## src/rtl/tx_resultado.sv

```systemverilog
// ---------------------------------------------------------------------------
// tx_resultado
// Serial UART (8N1) transmitter for the controller product word. A one-cycle
// Tx_En strobe accepted in IDLE latches Dato, zero-extended to 32 bits, and
// the word leaves as four bytes, most-significant byte first and LSB first
// within each byte. The stop bit of one byte runs straight into the start bit
// of the next one.
//
// Ports
//   Clk_G    in   system clock, rising edge
//   Rst_G    in   synchronous active-high reset
//   Tx_En    in   start strobe, honoured only while idle
//   Dato     in   cant_bits-wide word to send
//   Tx       out  serial line, registered, idles high
//   Busy     out  high while a frame is in progress
//   Tx_Done  out  one-cycle pulse at the end of the last stop bit
// ---------------------------------------------------------------------------
module tx_resultado #(
  parameter int cant_bits    = 26,
  parameter int CLKS_PER_BIT = 868
) (
  input  logic                 Clk_G,
  input  logic                 Rst_G,
  input  logic                 Tx_En,
  input  logic [cant_bits-1:0] Dato,
  output logic                 Tx,
  output logic                 Busy,
  output logic                 Tx_Done
);

  localparam int CNT_W = (CLKS_PER_BIT > 2) ? $clog2(CLKS_PER_BIT) : 1;

  typedef enum logic [1:0] {
    S_IDLE,
    S_START,
    S_DATA,
    S_STOP
  } state_t;

  state_t            state, state_nxt;
  logic [CNT_W-1:0]  cnt, cnt_nxt;
  logic [2:0]        bit_idx, bit_idx_nxt;
  logic [1:0]        byte_idx, byte_idx_nxt;
  logic [31:0]       word, word_nxt;
  logic              tx_r, tx_nxt;
  logic              busy_r, busy_nxt;
  logic              done_r, done_nxt;
  logic [7:0]        cur_byte;
  logic              bit_last;

  // Byte currently on the line; index 0 is the most significant byte.
  always_comb begin
    cur_byte = word[31:24];
    case (byte_idx)
      2'd0:    cur_byte = word[31:24];
      2'd1:    cur_byte = word[23:16];
      2'd2:    cur_byte = word[15:8];
      default: cur_byte = word[7:0];
    endcase
  end

  assign bit_last = (cnt == CNT_W'(CLKS_PER_BIT - 1));

  // Next-state logic. Tx is computed one cycle ahead so that it comes out of
  // a flop together with the state that owns it.
  always_comb begin
    state_nxt    = state;
    cnt_nxt      = cnt;
    bit_idx_nxt  = bit_idx;
    byte_idx_nxt = byte_idx;
    word_nxt     = word;
    tx_nxt       = tx_r;
    busy_nxt     = busy_r;
    done_nxt     = 1'b0;

    case (state)
      S_IDLE: begin
        tx_nxt   = 1'b1;
        busy_nxt = 1'b0;
        if (Tx_En) begin
          word_nxt     = 32'(Dato);
          byte_idx_nxt = 2'd0;
          cnt_nxt      = '0;
          state_nxt    = S_START;
          tx_nxt       = 1'b0;
          busy_nxt     = 1'b1;
        end
      end

      S_START: begin
        if (bit_last) begin
          cnt_nxt     = '0;
          bit_idx_nxt = 3'd0;
          state_nxt   = S_DATA;
          tx_nxt      = cur_byte[0];
        end else begin
          cnt_nxt = cnt + CNT_W'(1);
        end
      end

      S_DATA: begin
        if (bit_last) begin
          cnt_nxt = '0;
          if (bit_idx == 3'd7) begin
            state_nxt = S_STOP;
            tx_nxt    = 1'b1;
          end else begin
            bit_idx_nxt = bit_idx + 3'd1;
            tx_nxt      = cur_byte[bit_idx + 3'd1];
          end
        end else begin
          cnt_nxt = cnt + CNT_W'(1);
        end
      end

      default: begin // S_STOP
        if (bit_last) begin
          cnt_nxt = '0;
          if (byte_idx != 2'd3) begin
            byte_idx_nxt = byte_idx + 2'd1;
            state_nxt    = S_START;
            tx_nxt       = 1'b0;
          end else begin
            state_nxt = S_IDLE;
            tx_nxt    = 1'b1;
            busy_nxt  = 1'b0;
            done_nxt  = 1'b1;
          end
        end else begin
          cnt_nxt = cnt + CNT_W'(1);
        end
      end
    endcase
  end

  // State register; reset abandons any partial frame without a done pulse.
  always_ff @(posedge Clk_G) begin
    if (Rst_G) begin
      state    <= S_IDLE;
      cnt      <= '0;
      bit_idx  <= 3'd0;
      byte_idx <= 2'd0;
      word     <= 32'd0;
      tx_r     <= 1'b1;
      busy_r   <= 1'b0;
      done_r   <= 1'b0;
    end else begin
      state    <= state_nxt;
      cnt      <= cnt_nxt;
      bit_idx  <= bit_idx_nxt;
      byte_idx <= byte_idx_nxt;
      word     <= word_nxt;
      tx_r     <= tx_nxt;
      busy_r   <= busy_nxt;
      done_r   <= done_nxt;
    end
  end

  assign Tx      = tx_r;
  assign Busy    = busy_r;
  assign Tx_Done = done_r;

endmodule

```

## config.mk

```make
export PLATFORM = sky130hd
export DESIGN_NAME = tx_resultado
export DESIGN_NICKNAME = d
export VERILOG_FILES = /design/src/rtl/tx_resultado.sv
export SDC_FILE = /design/constraint.sdc
export NUM_CORES = 1
export LEC_CHECK = 0
export BUFFER_PORTS_ARGS = -buffer_cell sky130_fd_sc_hd__buf_2
export CAP_MARGIN = 15
export CORE_MARGIN = 2
export CORE_UTILIZATION = 51
export DETAILED_ROUTE_END_ITERATION = 10
export PLACE_DENSITY_LB_ADDON = 0.25
export SLEW_MARGIN = 30
export SYNTH_ARGS = -nofsm -noshare
export SYNTH_HDL_FRONTEND = slang
export SYNTH_SLANG_ARGS = --single-unit
```

## constraint.sdc

```tcl
create_clock -name Clk_G -period 2.2 [get_ports Clk_G]
set_input_delay 0.44 -clock Clk_G [delete_from_list [all_inputs] [get_ports Clk_G]]
set_output_delay 0.44 -clock Clk_G [all_outputs]
set_load 0.005 [all_outputs]
```

* Word level (Yosys, flattened, before mapping)
Cells that the tools add are included.
** Word-level totals
- Bits in registers :: 46
- Latch bits :: 0
- Memory bits (writable) :: 0
- Memory bits (read-only) :: 0
- Output and inout port bits :: 3
- Word-level logic and storage cells :: 72
- Memories kept :: 0
** Operators by class
- Add/subtract/negate cells :: 3
- Multipliers :: 0
- Divide/modulo/power cells :: 0
- Order comparisons :: 1
- Equal/unequal tests :: 13
- Shifts and indexed selects :: 0
- Muxes and demuxes :: 32
- Bitwise gates (word level) :: 2
- Reductions and logical operators :: 13
** Operator list (number)
- $mux 10 :: 3
- $pmux 8 s3 :: 1
- $mux 2 :: 8
- $ne 2x2->1 const B :: 6
- $mux 1 :: 11
- $add 10x1->10 const B :: 1
- $eq 10x10->1 const B :: 1
- $mux 3 :: 3
- $reduce_and 4->1 :: 2
- $pmux 2 s3 :: 1
- $pmux 3 s2 :: 1
- $reduce_and 3->1 :: 2
- $reduce_bool 2->1 :: 3
- $reduce_and 5->1 :: 1
- $reduce_or 5->1 :: 1
- $eq 2x1->1 const B :: 2
- $eq 2x2->1 const B :: 2
- $logic_not 2->1 :: 2
- $lt 3x4->1 const B :: 1
- $pmux 2 s2 :: 1
- $add 3x1->3 const B :: 1
- $bmux 1 s3 :: 1
- $eq 3x3->1 const B :: 1
- $pmux 1 s3 :: 1
- other kinds (6) :: 7

* Logic depth before layout (Yosys ltp)
- Depth after elaboration :: 7
- Gate-level depth with buffers :: 8
- Depth with buffers taken out :: 7

* Least setup slack after synthesis
OpenSTA, ideal clock, no wires.
- Path kind :: register -> register
- Start :: reg byte_idx[0]
- End :: reg tx_r, in the netlist Tx
- Arrival :: 1.920 ns
- Setup slack :: 0.148 ns
- Cell stages (with the launch flop) :: 9
- Path buffers :: 1
- Clock period less this slack :: 2.052 ns
- Cell sequence :: dfxtp_1 inv_1 ha_1 clkbuf_1 a22o_1 mux4_2 a22o_1 o311ai_1 nand3_1
** Between the ends
- Longest elaborated chain between the ends :: 7
- Elaborated cells on any way between the ends :: 13
- Those cells by class :: eq/ne (3); mux (9); reduce/logical (1)
** Ends and longest elaborated chain
- start: declaration :: line 43 : logic [1:0] byte_idx, byte_idx_nxt;
- start signal: assignment :: line 151 : byte_idx <= byte_idx_nxt;
- $eq 2x2->1 (tied with other cells) :: line 54 : case (byte_idx)
- $pmux 8 s3 :: line 54
- $bmux 1 s3 :: line 109 : tx_nxt = cur_byte[bit_idx + 3'd1];
- $mux 1 (implied by the code) :: line 109
- $mux 1 :: line 104 : if (bit_idx == 3'd7) begin
- $mux 1 :: line 102 : if (bit_last) begin
- $pmux 1 s3 * :: line 76 : case (state)
- end signal: assignment :: line 153 : tx_r <= tx_nxt;
- end: declaration :: line 45 : logic tx_r, tx_nxt;
Mark *: on every way between the ends. The rest lies on a longest branch, timed or not. The select of a mux whose other input is x is not followed.
A chain may end at the register's enable or synchronous reset.

* Worst setup path in the final report
- Start :: reg cnt[0]
- End :: reg state[1]
** Between the ends
- Longest elaborated chain between the ends :: 3
- Elaborated cells on any way between the ends :: 5
- Those cells by class :: eq/ne (3); reduce/logical (2)
** Ends and longest elaborated chain
- start: declaration :: line 41 : logic [CNT_W-1:0] cnt, cnt_nxt;
- start signal: assignment :: line 149 : cnt <= cnt_nxt;
- $eq 10x10->1 * :: line 62 : assign bit_last = (cnt == CNT_W'(CLKS_PER_BIT - 1));
- $ne 2x2->1 (no line) or $reduce_bool 2->1 (tied branches)
- $reduce_and 5->1 (no line) *
- end signal: assignment :: line 148 : state <= state_nxt;
- end: declaration :: line 40 : state_t state, state_nxt;
Mark *: on every way between the ends. The rest lies on a longest branch, timed or not.

==> results_dict.tcl <==
set metrics [dict create \
    overflow 0 \
    r2r-start "cnt[0]" \
    critical_path.cell_chain "ha_1 -> nor4b_2 -> and3_1 -> nand2_1 -> a211o_1 -> a221oi_2" \
    num_antenna_cells 0 \
    clk_latency_ns 0.30 \
    switching_share 0.3662 \
    hold_viol 0 \
    cp_max_fo 11 \
    cp-end-kind "flop" \
    clkTransAtPathRegs_ns 0.09 \
    min_period_ns 2.027 \
    die_area_sq_um 5023 \
    synth_edf_count 0 \
    r2r_end "state[1]" \
    relSlewSlack 0.6562 \
    drv_cap 0 \
    placed_cell_area_sq_um 2516 \
    multi_input_area_sq_um 1259 \
    skew_ns 0.01013 \
    grt_pass1_vias 1877 \
    finalSetupTns_ns 0 \
    outcome "finished, final reports clean" \
    grt.total_usage 0.2092 \
    fmax_mhz 493.3 \
    cts_sinks 46 \
    dp_hpwl_um 3538 \
    clkPwrFrac 0.212 \
    die_w_um 70.88 \
    drt_iter0_drc 124 \
    io_buffers 31 \
    worstHoldPathType "in -> reg" \
    antenna_found_initial 0 \
    setup.worst_path.class "reg -> reg" \
    cp-start-kind "flop" \
    cellPowerDensity_nw_per_um2 961.2 \
    synth-seq-cells 46 \
    via_per_inst 5.675 \
    ys_async_sr_fraction 0 \
    cts_root_buffer "clkbuf_8" \
    hold_buffers 0 \
    yosys.area.top_type_share 0.4037 \
    hold_path_depth 3 \
    syn_to_final_growth_pct 14.65 \
    initial_core_util 0.5275 \
    postSynthCellCount 279 \
    die_y_um 70.88 \
    finalMaxSlewViolations 0 \
    synth_area_leaders "dfxtp_1, nand2_1, a21oi_1, ha_1, nor2_1" \
    syn-cell-area_sq_um 2281 \
    place_ws_ns 0.1191 \
    ys_types 42 \
    cts_made_buffers 5 \
    dr_total_vias 2060 \
    r2r_slack_ns 0.17 \
    rows 24 \
    clk_path_buf_depth 2 \
    ios 32 \
    cts_tree "yes" \
    fin_ws_ns 0.1729 \
    remaining_drc_errors 0 \
    vdd_drop_max_uv 491.0 \
    drt-total-wl_um 4976 \
    synth_top_area_cell "dfxtp_1" \
    synth_warnings 0 \
    p_comb_frac 0.380 \
    hold_start "Dato[16]" \
    drtAntennaViolNets 0 \
    seq_area_frac_synth 0.4037 \
    rr_worst_depth 6 \
    drive_gt1_frac 0.1833 \
    nFillCells 411 \
    grt_max_degree 28 \
    p_int_w 0.001593 \
    seq_area_sq_um 923.4 \
    worstHoldEndpoint "word[16]" \
    critPathArrivalTime_ns 2.25 \
    ys.flop_type "dfxtp_1" \
    p_seq_frac 0.408 \
    grt_pass1_wl_um 8438 \
    drt_pass1_iterations 5 \
    syn_area_per_cell_sq_um 8.175 \
    cellLeakagePower_nw 1.057 \
    core_sq_um 4324 \
    power.switching_w 0.0009205 \
    slowest_stage "and3_1" \
    nNetsFinal 350 \
    ctsResizeCount 0 \
    setup_violations 0 \
    syn-num-nets 319 \
    wl_per_cell_um 13.71 \
    rsz0062_at_grt "no" \
    gp_congestion 0.8084 \
    fin_crit_sh 0.9214 \
    required_ns 2.43 \
    timing.hold.ws_ns 0.3645 \
    final_area_sq_um 2615 \
    htreeDepth 2 \
    critical-path-max-stage-delay_ns 0.43 \
    postCtsSetupRepairBufs 0 \
    tightest_slew_ns 0.5158 \
]
-- cells in the mapped netlist, drive strengths merged (2+ instances only) --
library cell  instances
nand2                65
dfxtp                46
a21oi                35
nor2                 18
clkbuf               13
ha                   11
a311oi                7
inv                   7
and3                  6
and2                  5
buf                   5
mux2i                 5
nand3                 5
nor2b                 5
o21ai                 5
a22o                  4
a211oi                3
a22oi                 3
nand2b                3
nor3                  3
a211o                 2
a221oi                2
a222oi                2
a41oi                 2
mux4                  2
nor4b                 2
o311ai                2
o31ai                 2
or3                   2
-- sequential cells by signal, summed over array words and instances (netlist names) --
| register | cells |
|---|---|
| Busy | 1 |
| cnt | 10 |
| state | 2 |
| Tx | 1 |
| Tx_Done | 1 |
| bit_idx | 3 |
| byte_idx | 2 |
| word | 26 |
-- worst max-delay path by stage --
stage | from | end | slack (ns) | cells past startpoint
3_3_place_gp | byte_idx[0] | Tx | 0.18 | 7
3_5_place_dp | byte_idx[0] | Tx | 0.12 | 7
2_1_floorplan | byte_idx[0] | Tx | 0.15 | 8
6_report | cnt[0] | state[1] | 0.17 | 6
4_1_cts | byte_idx[0] | Tx | 0.09 | 7
5_1_grt | cnt[0] | state[1] | 0.01 | 6
-- metrics by stage --
stage               std cells  total power (W)    util
floorplan                 279         0.001724       -
global placement          355         0.001976  0.5819
detailed placement        355         0.001991  0.5819
CTS                       363         0.002526  0.6030
global route              363         0.002687  0.6047
finish                    363         0.002514  0.6047
-- metal layers --
layer / GRT usage / share of wire / vias up
li1: - / - / 1054
met1: 0.2645 / 0.48 / 950
met2: 0.3406 / 0.47 / 47
met3: 0.04986 / 0.038 / 9
met4: 0.09224 / 0.018 / 0
met5: 0 / 0 / -
-- kinds of logic after synthesis --
family,after synthesis,share of synthesized area
buffers and inverters,25,0.04663
AND/OR/NAND/NOR,117,0.2331
adder cells (fa/ha/maj),11,0.06034
multiplexers,7,0.04169
AO/OA/AOI/OAI,73,0.2145
flip-flops,46,0.4037
-- cell type report --
cell class	count	area share
clock buffers	7	0.03301
clock inverters	1	0.001914
inverters	7	0.01005
multi-input cells	208	0.4813
flip-flops and latches	46	0.3531
well taps	52	0.02488
repair buffers	42	0.09569
-- worst max-delay path: cells and delay by family, from the launching register on --
family	cells	cell delay [ns]
compound gates	2	0.56
fa+ha+maj	1	0.21
flops	1	0.37
simple gates	3	0.82
-- power by group through the flow --
stage	clock network, W	logic (W)	registers [W]
floorplan	0	0.000702	0.00102
global placement	0	0.000933	0.00104
detailed placement	0	0.000946	0.00104
CTS	0.000548	0.000953	0.00103
global route	0.000575	0.00107	0.00104
finish	0.000532	0.000956	0.00103
-- placed cells by master (no fill, tap or decap), drive strengths merged, types with 6 or more instances in the layout --
cell type,count
nor2,18
dfxtp,46
clkbuf,7
nand2,65
inv,7
a21oi,35
a311oi,7
ha,11
buf,42
and3,6
Power figures use the tool's default switching activity.
